==> src/rtl/rr_decoder_arbiter_if.sv <==
// rtl/rr_decoder_arbiter_if.sv - request/grant bundle between four requesters and the arbiter
interface rr_decoder_arbiter_if;
    logic [3:0] req;
    logic [3:0] gnt;
    logic [1:0] gnt_idx;
    logic       busy;
    logic       timeout;

    modport master (output req, input gnt, gnt_idx, busy, timeout);
    modport slave  (input req, output gnt, gnt_idx, busy, timeout);
endinterface

==> src/rtl/rr_decoder_arbiter.sv <==
// rtl/rr_decoder_arbiter.sv - 4-way round-robin arbiter with decoded one-hot grant
// Optional hold timeout enabled by defining ARB_TIMEOUT_EN.
module rr_decoder_arbiter #(
    parameter int unsigned MAX_HOLD = 16
) (
    input  logic                  clk,
    input  logic                  rst_n,
    rr_decoder_arbiter_if.slave   bus
);

    localparam logic [0:0] S_IDLE  = 1'b0;
    localparam logic [0:0] S_GRANT = 1'b1;

    if (MAX_HOLD < 2 || MAX_HOLD > 255) begin : g_bad_max_hold
        $error("MAX_HOLD out of range 2..255");
    end

    logic [0:0] r_state;
    logic [3:0] r_gnt;
    logic [1:0] r_gnt_idx;
    logic [1:0] r_last;
    logic       r_busy;
    logic       r_timeout;

    logic [1:0] w_cand;
    logic [1:0] w_winner;
    logic       w_found;
    logic       w_still;
    logic       w_expire;

    function automatic logic [3:0] decode(input logic [1:0] idx);
        logic a;
        logic b;
        a = idx[1];
        b = idx[0];
        return {a & b, a & ~b, ~a & b, ~a & ~b};
    endfunction

    // Search last+1 .. last+4; the fourth step wraps back to last itself.
    always_comb begin
        w_cand   = r_last;
        w_winner = r_last;
        w_found  = 1'b0;
        for (int k = 1; k <= 4; k++) begin
            w_cand = r_last + 2'(k);
            if (!w_found && bus.req[w_cand]) begin
                w_found  = 1'b1;
                w_winner = w_cand;
            end
        end
    end

    assign w_still = bus.req[r_gnt_idx];

`ifdef ARB_TIMEOUT_EN
    logic [7:0] r_hold_cnt;

    always_ff @(posedge clk or negedge rst_n) begin
        if (!rst_n) begin
            r_hold_cnt <= 8'd0;
        end else if (r_state == S_IDLE) begin
            r_hold_cnt <= 8'd0;
        end else if (r_hold_cnt != 8'hFF) begin
            r_hold_cnt <= r_hold_cnt + 8'd1;
        end
    end

    assign w_expire = (r_hold_cnt == 8'(MAX_HOLD - 1));
`else
    assign w_expire = 1'b0;
`endif

    always_ff @(posedge clk or negedge rst_n) begin
        if (!rst_n) begin
            r_state   <= S_IDLE;
            r_gnt     <= 4'b0000;
            r_gnt_idx <= 2'b00;
            r_last    <= 2'b11;
            r_busy    <= 1'b0;
            r_timeout <= 1'b0;
        end else begin
            r_timeout <= 1'b0;
            case (r_state)
                S_IDLE: begin
                    if (w_found) begin
                        r_state   <= S_GRANT;
                        r_gnt_idx <= w_winner;
                        r_last    <= w_winner;
                        r_gnt     <= decode(w_winner);
                        r_busy    <= 1'b1;
                    end
                end
                default: begin
                    // Release wins over timeout when both happen together.
                    if (!w_still || w_expire) begin
                        r_state   <= S_IDLE;
                        r_gnt     <= 4'b0000;
                        r_busy    <= 1'b0;
                        r_timeout <= w_still;
                    end
                end
            endcase
        end
    end

    assign bus.gnt     = r_gnt;
    assign bus.gnt_idx = r_gnt_idx;
    assign bus.busy    = r_busy;
    assign bus.timeout = r_timeout;

endmodule

==> src/flat_wrapper.sv <==
// flat-port wrapper written by rule: the top's interface ports become plain ports
module rr_decoder_arbiter_flat 
#(
    parameter int unsigned MAX_HOLD = 16
)
  (clk, rst_n, bus_req, bus_gnt, bus_gnt_idx, bus_busy, bus_timeout);
  rr_decoder_arbiter_if bus_i ();
  input  logic clk;
  input  logic rst_n;
  input wire logic [$bits(bus_i.req)-1:0] bus_req;
  output wire logic [$bits(bus_i.gnt)-1:0] bus_gnt;
  output wire logic [$bits(bus_i.gnt_idx)-1:0] bus_gnt_idx;
  output wire logic [$bits(bus_i.busy)-1:0] bus_busy;
  output wire logic [$bits(bus_i.timeout)-1:0] bus_timeout;
  assign bus_i.req = bus_req;
  assign bus_gnt = bus_i.gnt;
  assign bus_gnt_idx = bus_i.gnt_idx;
  assign bus_busy = bus_i.busy;
  assign bus_timeout = bus_i.timeout;
  rr_decoder_arbiter #(.MAX_HOLD(MAX_HOLD)) u_core (.clk(clk), .rst_n(rst_n), .bus(bus_i));
endmodule
==> config.mk <==
export PLATFORM = sky130hd
export DESIGN_NAME = rr_decoder_arbiter_flat
export DESIGN_NICKNAME = d
export VERILOG_FILES = /design/src/rtl/rr_decoder_arbiter_if.sv /design/src/rtl/rr_decoder_arbiter.sv /design/src/flat_wrapper.sv
export SDC_FILE = /design/constraint.sdc
export NUM_CORES = 1
export LEC_CHECK = 0
export CORE_AREA = 2 2 39 41
export CTS_BUF_LIST = sky130_fd_sc_hd__clkbuf_16
export DETAILED_ROUTE_END_ITERATION = 7
export DIE_AREA = 0 0 41 43
export PLACE_DENSITY = 0.63
export SYNTH_ARGS = -nofsm -noshare
export SYNTH_HDL_FRONTEND = slang
export SYNTH_SLANG_ARGS = --single-unit
==> constraint.sdc <==
create_clock -name clk -period 4.6 [get_ports clk]
set_input_delay 0.92 -clock clk [delete_from_list [all_inputs] [get_ports clk]]
set_output_delay 0.92 -clock clk [all_outputs]
set_load 0.02 [all_outputs]
After elaboration in Yosys (flattened, before gate mapping). Cells that the tools add are included.

Output and inout bits: 8. Input bits: 6. Word-level logic and storage cells: 57. Register bits after elaboration: 10.

Multiplexer cells: 27. Add/subtract/negate cells: 3. Bitwise logic cells: 7. Equal/unequal tests: 1. Magnitude comparators: 5. Reduce and logical (&&, ||, !) cells: 9.

Operator list (count): $lt 2x3->1 const B (5); $mux 1 (15); $mux 4 (3); $bmux 1 s2 (5); $mux 2 (4); $add 2x2->2 const B (2); $and 1x1->1 (4); $reduce_and 2->1 (2); $logic_and 1x1->1 (3); $logic_not 1->1 (3); $not 1->1 (3); $add 2x1->2 const B (1); $ne 2x2->1 const B (1); $reduce_bool 2->1 (1).

Depth between registers and ports, before layout. Gate-level depths: netlist (run 1).

Depth in word-level cells: 17. Depth in mapped cells: 4. Gate-level depth less buffers: 4.

Worst setup path after synthesis (run 1). OpenSTA, ideal clock, no wires.

Kind: input -> register. Start: in bus_req[3]. End: reg u_core.r_gnt[2] (netlist: u_core.bus.gnt[2]). Arrival: 1.874 ns. Required time: 4.480 ns. Cell stages on the path: 4. Setup slack: 2.606 ns. Library setup time: 0.120 ns. Buffers on the path: 0. Cell sequence: mux4_2 nand2b_4 and3_1 a31o_1.

Longest elaborated chain between the ends: 16. Elaborated cells on any way between the ends: 31. Those cells by class: eq/ne (1); mux (20); bitwise (2); reduce/logical (8).

RTL lines: from (decl) (RTL line flat_wrapper.sv:10) `input wire logic [$bits(bus_i.req)-1:0] bus_req;`; $bmux 1 s2 (RTL line rr_decoder_arbiter.sv:46) `if (!w_found && bus.req[w_cand]) begin`; $mux 1 (not written as such) (RTL line rr_decoder_arbiter.sv:46); $mux 1 (RTL line rr_decoder_arbiter.sv:46); $logic_not 1->1 (RTL line rr_decoder_arbiter.sv:46); $logic_and 1x1->1 (RTL line rr_decoder_arbiter.sv:46); $mux 1 (RTL line rr_decoder_arbiter.sv:46); $logic_not 1->1 (RTL line rr_decoder_arbiter.sv:46); $logic_and 1x1->1 (RTL line rr_decoder_arbiter.sv:46); $mux 1 (RTL line rr_decoder_arbiter.sv:46); $logic_not 1->1 (RTL line rr_decoder_arbiter.sv:46); $logic_and 1x1->1 (RTL line rr_decoder_arbiter.sv:46); $mux 2 (RTL line rr_decoder_arbiter.sv:46); $not 1->1 (RTL line rr_decoder_arbiter.sv:36) `return {a & b, a & ~b, ~a & b, ~a & ~b};`; $and 1x1->1 (RTL line rr_decoder_arbiter.sv:36); $mux 4 (RTL line rr_decoder_arbiter.sv:85) `if (w_found) begin`; $mux 4 (RTL line rr_decoder_arbiter.sv:83) `case (r_state)`; to (signal assigned) (RTL line rr_decoder_arbiter.sv:89) `r_gnt <= decode(w_winner);`; to (decl) (RTL line rr_decoder_arbiter.sv:19) `logic [3:0] r_gnt;`.

Several ways; a longest one is shown, not always the timed one. The select of a mux whose other input is x is not followed. A chain may end at the register's enable or synchronous reset.

Worst setup path after layout (run 1). Same ends and word-level chain as after synthesis.

==> flow_summary.rst, run 1 <==
.. list-table::
   :header-rows: 1

   * - Metric
     - Value
   * - Cell Rows
     - 14
   * - Maximum level of the CTS H-tree
     - 1
   * - Total number of yosys warnings
     - 0
   * - Cell type group with the largest total delay on the critical path
     - multiplexers
   * - Worst endpoint required time
     - 4.72 ns
   * - Post-CTS setup-driven buffer insertion count
     - 0
   * - 1st-iter DRT viols
     - 7
   * - Number of buffers and inverters on the critical path
     - 1
   * - Via count of the first global-routing pass
     - 390
   * - Final number of hold-violating endpoints
     - 0
   * - Gate Count Post-Synth
     - 48
   * - Hold crit path type
     - register to register
   * - Clock-pin slew of the registers on the worst-case setup and hold paths
     - 0.04 ns
   * - Most instantiated library cell after synthesis
     - sky130_fd_sc_hd__dfrtp_1
   * - Number of maximum-capacitance constraint violations
     - 0
   * - Worst EP arrival
     - 2.42 ns
   * - Root buf cell
     - sky130_fd_sc_hd__clkbuf_16
   * - Leakage power figure
     - 0.312 nW
   * - DR vias/cell
     - 5.08
   * - Drt pass-1 iters
     - 2
   * - Post-Synthesis Mean Instance Area
     - 10.5 um^2
   * - Clk sink count
     - 10
   * - Minimum clock period
     - 2.30 ns
   * - Cells taking the most area after synthesis
     - sky130_fd_sc_hd__dfrtp_1 40%, sky130_fd_sc_hd__dfstp_2 10%, sky130_fd_sc_hd__mux2_2 4.5%, sky130_fd_sc_hd__mux4_2 4.5%, sky130_fd_sc_hd__and3_1 3.7%
   * - Antenna diode instance count
     - 0
   * - Post-cts resize count
     - 0
   * - Total power consumption of the routed design
     - 0.556 mW
   * - Total number of vias
     - 401
   * - Core Region
     - 1380 um^2
   * - Clock tree from TritonCTS
     - yes
   * - Number of fillers in the final layout
     - 121
   * - Crit path cell chain
     - clkdlybuf4s50_1, mux4_2, nand2b_4, and3_1, a31o_1
   * - Peak supply drop
     - 0.380 mV
   * - Net Count, Synth
     - 54
   * - Synth cell types
     - 21
   * - DRC Markers
     - 0
   * - Unrepaired setup endpoints after global routing
     - no
   * - Longest individual stage delay on the worst path
     - 0.50 ns
   * - Gr ovfl total
     - 0
   * - Final-report max-slew violation count
     - 0
   * - Overall Global Routing Usage
     - 15.8%
   * - Wire length per cell after detailed routing
     - 13.3 um
   * - Kind of launch point of the worst setup path
     - input pin
   * - Number of placed I/O pins
     - 14
   * - Power Density
     - 775 nW/um^2
   * - Skew-Pair Late Insertion Delay
     - 0.24 ns
   * - Category of the critical setup timing path
     - input pin to register
   * - Async S/R FF share, synth
     - 100%
   * - HPWL after detailed placement
     - 753 um
   * - Max stage delay cell, worst path
     - sky130_fd_sc_hd__mux4_2
   * - Prevailing post-synth register cell
     - sky130_fd_sc_hd__dfrtp_1
   * - Routability Congestion
     - 0.860
   * - Number of nets in the layout
     - 70
   * - Post-synth EDFFs
     - 0
   * - Pin count of the biggest net entering global routing
     - 11
   * - Number of clock buffers inserted by TritonCTS
     - 3
   * - Y dimension of the die
     - 43 um
   * - Final-report setup violation count
     - 0
   * - Layout cells sized above 1
     - 15.9%
   * - Post-Route WL
     - 1050 um
   * - Part of the cycle the worst path needs
     - 50.0%
   * - Synth Cell Area
     - 505 um^2
   * - Count of buffers inserted at the top-level ports
     - 12
   * - Sequential-to-total area share from yosys stat
     - 50.0%
   * - Peak fanout along the critical path
     - 5
   * - Most frequent cells after synthesis
     - 8 x sky130_fd_sc_hd__dfrtp_1, 5 x sky130_fd_sc_hd__nor2_1
   * - Top cell type's share of synthesized area
     - 39.6%
   * - Antenna violations before repair
     - 0
   * - Number of nets with antenna violations after routing
     - 0
   * - #FFs+latches synth
     - 10
   * - Die Span X
     - 41 um
   * - Maximum buffer depth of the clock tree
     - 2
   * - First-pass GRT wire length
     - 1740 um
   * - Die footprint
     - 1760 um^2
   * - Largest area contributor in the netlist
     - sky130_fd_sc_hd__dfrtp_1
   * - Post-route clock skew
     - 0.00548 ns
   * - Max frequency
     - 435 MHz
   * - Area growth from synthesis to layout
     - 41.8%
   * - Starting density of the core
     - 36.5%
   * - Number of hold-repair buffers added at the cts stage
     - 0
   * - Setup_tns
     - 0 ns
   * - Run status
     - complete, no violations
   * - Kind of end point of the critical path
     - register
==> report_power, final <==
group	switching (mW)	leakage, nW	total, mW	internal (mW)
clock network	0.0413	0.0423	0.155	0.114
logic	0.115	0.150	0.230	0.115
registers	0.0347	0.120	0.171	0.136
==> stage by stage <==
| stage | hold WS, ns | utilization, % | worst slack, ns | cell area, um^2 | instances |
|---|---|---|---|---|---|
| floorplan | 0.493 | - | 2.61 | 505 | 48 |
| global placement | 0.493 | 46.1 | 2.07 | 638 | 75 |
| detailed placement | 0.481 | 46.1 | 2.06 | 638 | 75 |
| CTS | 0.503 | 51.8 | 2.30 | 717 | 79 |
| global route | 0.516 | 51.8 | 2.26 | 717 | 79 |
| finish | 0.494 | 51.8 | 2.30 | 717 | 79 |
==> cell families (layout without fill, tap and decap cells) <==
family / after synthesis / count (layout) / synth area share (%)
buf+inv: 1 / 16 / 1.49
mux: 3 / 3 / 8.91
flops: 10 / 10 / 50.0
compound gates: 14 / 14 / 18.6
simple gates: 19 / 19 / 20.3
other cells: 1 / 1 / 0.742
==> worst register-to-register path: cells and delay by family (launching register included) <==
| family | cells | cell delay (ns) |
|---|---|---|
| muxes | 1 | 0.53 |
| DFF | 1 | 0.40 |
| AOI/OAI and AO/OA | 1 | 0.17 |
| and+or+nand+nor | 2 | 0.35 |
==> state kept, by name, summed over array words and instances (netlist names) <==
name and count:
u_core.bus.gnt 4, u_core.bus.gnt_idx 2, u_core.r_last 2, u_core.bus.busy 1, u_core.r_state 1
==> final timing paths <==
path / from / to / slack [ns] / cells after the start
max in group asynchronous: rst_n / u_core.r_last[1] / 3.27 / 1
min in group asynchronous: rst_n / u_core.bus.gnt[3] / 0.99 / 1
hold / removal: u_core.bus.busy / u_core.bus.busy / 0.49 / 1
setup reg to reg: u_core.bus.gnt_idx[0] / u_core.bus.gnt[2] / 3.04 / 4
setup / recovery: bus_req[3] / u_core.bus.gnt[2] / 2.30 / 5
hold reg to reg: u_core.bus.busy / u_core.bus.busy / 0.49 / 1
==> area by class of cell <==
class / count / area [um^2] / share of cell area [%]
Multi-Input combinational cell: 37 / 245 / 34.2
Sequential cell: 10 / 253 / 35.3
Clock buffer: 3 / 75.1 / 10.5
Clock inverter: 1 / 3.75 / 0.524
Tap cell: 16 / 20.0 / 2.79
Timing Repair Buffer: 12 / 120 / 16.8
==> placed cells by master, fill, tap and decap left out, drive strengths merged <==
cell | netlist | layout
a21o | 2 | 2
a21oi | 3 | 3
a31o | 2 | 2
and3 | 3 | 3
clkbuf | 0 | 3
clkdlybuf4s50 | 0 | 12
conb | 1 | 1
dfrtp | 8 | 8
dfstp | 2 | 2
inv | 0 | 1
mux2 | 2 | 2
mux4 | 1 | 1
nand2 | 3 | 3
nand2b | 3 | 3
nand3 | 3 | 3
nor2 | 5 | 5
nor2b | 2 | 2
o21a | 1 | 1
o21ai | 4 | 4
o31ai | 2 | 2
==> routing by layer <==
layer	vias to the layer above	share of wire, %	global-route usage [%]
li1	202	-	-
met1	188	46	18.1
met2	7	45	21.3
met3	4	5.4	7.85
met4	0	2.8	12.0
met5	-	0	0
Power figures use the tool's default switching activity.
==> inputs of run 2 (changes only) <==
clock period = 2.2 ns   (was 4.6 ns; I/O delays follow)
==> run 2 against run 1 <==
Net effect:
- non-clock buffer count grew 2
- final cell count is 2.5% higher
- power increased by 110%
- hold slack lost 0.0034 ns
- clock power up 110%
==> flow_summary.rst, run 2 (same netlist as run 1, synthesis figures left out) <==
.. list-table::
   :header-rows: 1

   * - Metric
     - Value
   * - Post-Route WL
     - 1070 um
   * - Max frequency
     - 541 MHz
   * - Endpoint of the worst hold path
     - u_core.bus.busy
   * - Sequential cell area
     - 253 um^2
   * - Startpoint of the worst hold path
     - u_core.bus.busy
   * - Via count of the first global-routing pass
     - 379
   * - Count of buffers inserted at the top-level ports
     - 12
   * - Setup_tns
     - 0 ns
   * - Kind of end point of the critical path
     - register
   * - Post-cts resize count
     - 0
   * - Root buf cell
     - sky130_fd_sc_hd__clkbuf_16
   * - Amount of wire on met2 after detailed routing
     - 532 um
   * - DRC Markers
     - 0
   * - Routability Congestion
     - 0.887
   * - Peak supply drop
     - 0.868 mV
   * - Final number of hold-violating endpoints
     - 0
   * - Drt pass-1 iters
     - 4
   * - Number of nets in the layout
     - 72
   * - Met1 WL
     - 460 um
   * - Minimum setup slack among reg-to-reg paths
     - 0.65 ns
   * - Die footprint
     - 1760 um^2
   * - Antenna violations before repair
     - 0
   * - Final-report setup violation count
     - 0
   * - Cell Rows
     - 14
   * - Area growth from synthesis to layout
     - 44.8%
   * - Overall Global Routing Usage
     - 16.1%
   * - Unrepaired setup endpoints after global routing
     - no
   * - Number of nets with antenna violations after routing
     - 0
   * - Count of placed standard cells in the final layout, fillers left out
     - 81
   * - Final-report max-slew violation count
     - 0
   * - Total power consumption of the routed design
     - 1.18 mW
   * - Run status
     - complete, no violations
   * - Flip-flop count of the largest register after layout
     - 4
   * - Number of clock buffers inserted by TritonCTS
     - 3
   * - First-pass GRT wire length
     - 1770 um
   * - Top metal layer carrying routed signals
     - met4
   * - Critical register-to-register path startpoint
     - u_core.bus.gnt_idx[0]
   * - Maximum level of the CTS H-tree
     - 1
   * - Skew-Pair Late Insertion Delay
     - 0.24 ns
   * - Starting density of the core
     - 36.5%
   * - Post-route cell area
     - 732 um^2
   * - Worst reg-to-reg path cell count
     - 4
   * - Kind of launch point of the worst setup path
     - input pin
   * - Number of maximum-capacitance constraint violations
     - 0
   * - Clock tree from TritonCTS
     - yes
   * - Instance count along the most critical hold path
     - 1
   * - DR vias/cell
     - 5.16
   * - HPWL after detailed placement
     - 789 um
   * - Max_slew headroom
     - 65.6%
   * - Category of the critical setup timing path
     - input pin to register
   * - Worst reg2reg path endpoint
     - u_core.bus.gnt[2]
   * - Wire length per cell after detailed routing
     - 13.2 um
   * - Leakage power figure
     - 0.318 nW
   * - Post-route clock skew
     - 0.000737 ns
   * - Clock-pin slew of the registers on the worst-case setup and hold paths
     - 0.04 ns
   * - Worst endpoint required time
     - 2.32 ns
   * - Number of placed I/O pins
     - 14
   * - Hold crit path type
     - register to register
   * - Antenna diode instance count
     - 0
   * - Area occupied by multi-input gates
     - 245 um^2
   * - Instance count after placement with tap cells included
     - 77
   * - Worst EP arrival
     - 1.97 ns
   * - Maximum buffer depth of the clock tree
     - 2
   * - Number of fillers in the final layout
     - 123
   * - Core Region
     - 1380 um^2
   * - Minimum clock period
     - 1.85 ns
   * - Part of the cycle the worst path needs
     - 84.0%
   * - Worst-Margin Slew
     - 0.513 ns
   * - Gr ovfl total
     - 0
   * - Worst hold-check slack
     - 0.491 ns
   * - Total number of vias
     - 418
   * - Number of hold-repair buffers added at the cts stage
     - 0
   * - Layout cells sized above 1
     - 18.5%
   * - Peak fanout along the critical path
     - 5
   * - Placed standard-cell area
     - 653 um^2
   * - Most frequent cells in the layout
     - 12 x sky130_fd_sc_hd__clkdlybuf4s50_1, 8 x sky130_fd_sc_hd__dfrtp_1, 5 x sky130_fd_sc_hd__nor2_1
   * - Post-CTS setup-driven buffer insertion count
     - 0
   * - Y dimension of the die
     - 43 um
   * - Power Density
     - 1610 nW/um^2
   * - Clk sink count
     - 10
   * - 1st-iter DRT viols
     - 10
   * - Most common cell after layout, fill and taps aside
     - sky130_fd_sc_hd__clkdlybuf4s50_1
   * - Total length of routed met3 wires
     - 46 um
   * - Die Span X
     - 41 um
   * - Pin count of the biggest net entering global routing
     - 11
-- run 2: cell types whose count changed in the layout (fill, tap and decap cells not counted), sizes merged --
cell    previous run  this run
clkinv             0         1
inv                1         0
buf                0         2
-- run 2: area by class of cell --
class,instances,share of cell area (%)
Clock buffer,3,10.3
Timing Repair Buffer,14,18.5
Tap cell,16,2.74
Sequential cell,10,34.5
Multi-Input combinational cell,37,33.5
Clock inverter,1,0.513
-- run 2: critical path, stage by stage --
cell	delay [ns]
sky130_fd_sc_hd__clkdlybuf4s50_1	0.48
sky130_fd_sc_hd__mux4_2	0.51
sky130_fd_sc_hd__nand2b_4	0.18
sky130_fd_sc_hd__and3_1	0.18
sky130_fd_sc_hd__a31o_1	0.17
-- run 2: layer usage --
metal	track usage (%)	vias to the layer above
met5	0	-
met4	10.0	0
met3	7.85	4
met2	21.6	7
met1	20.0	201
li1	-	206
-- run 2: metrics by stage --
stage | util, % | worst slack, ns
global placement | 47.2 | 0.151
global route | 52.9 | 0.330
CTS | 52.9 | 0.364
finish | 52.9 | 0.352
floorplan | - | 0.579
detailed placement | 47.2 | 0.127
-- run 2: worst max path at each step --
stage / endpoint / depth (start not counted) / start
final: u_core.bus.gnt[2] / 5 / bus_req[3]
after global routing: u_core.bus.gnt[2] / 5 / bus_req[0]
after detailed placement: u_core.bus.gnt[2] / 5 / bus_req[3]
after floorplan: u_core.bus.gnt[2] / 4 / u_core.bus.gnt_idx[0]
after CTS: u_core.bus.gnt[2] / 5 / bus_req[3]
after global placement: u_core.bus.gnt[2] / 5 / bus_req[3]
-- run 2: report_power, final --
part           switching (mW)  internal (mW)  leakage, nW  total, mW
Combinational           0.248          0.252        0.159      0.499
Sequential             0.0677          0.284        0.120      0.352
Clock                  0.0857          0.238       0.0385      0.324
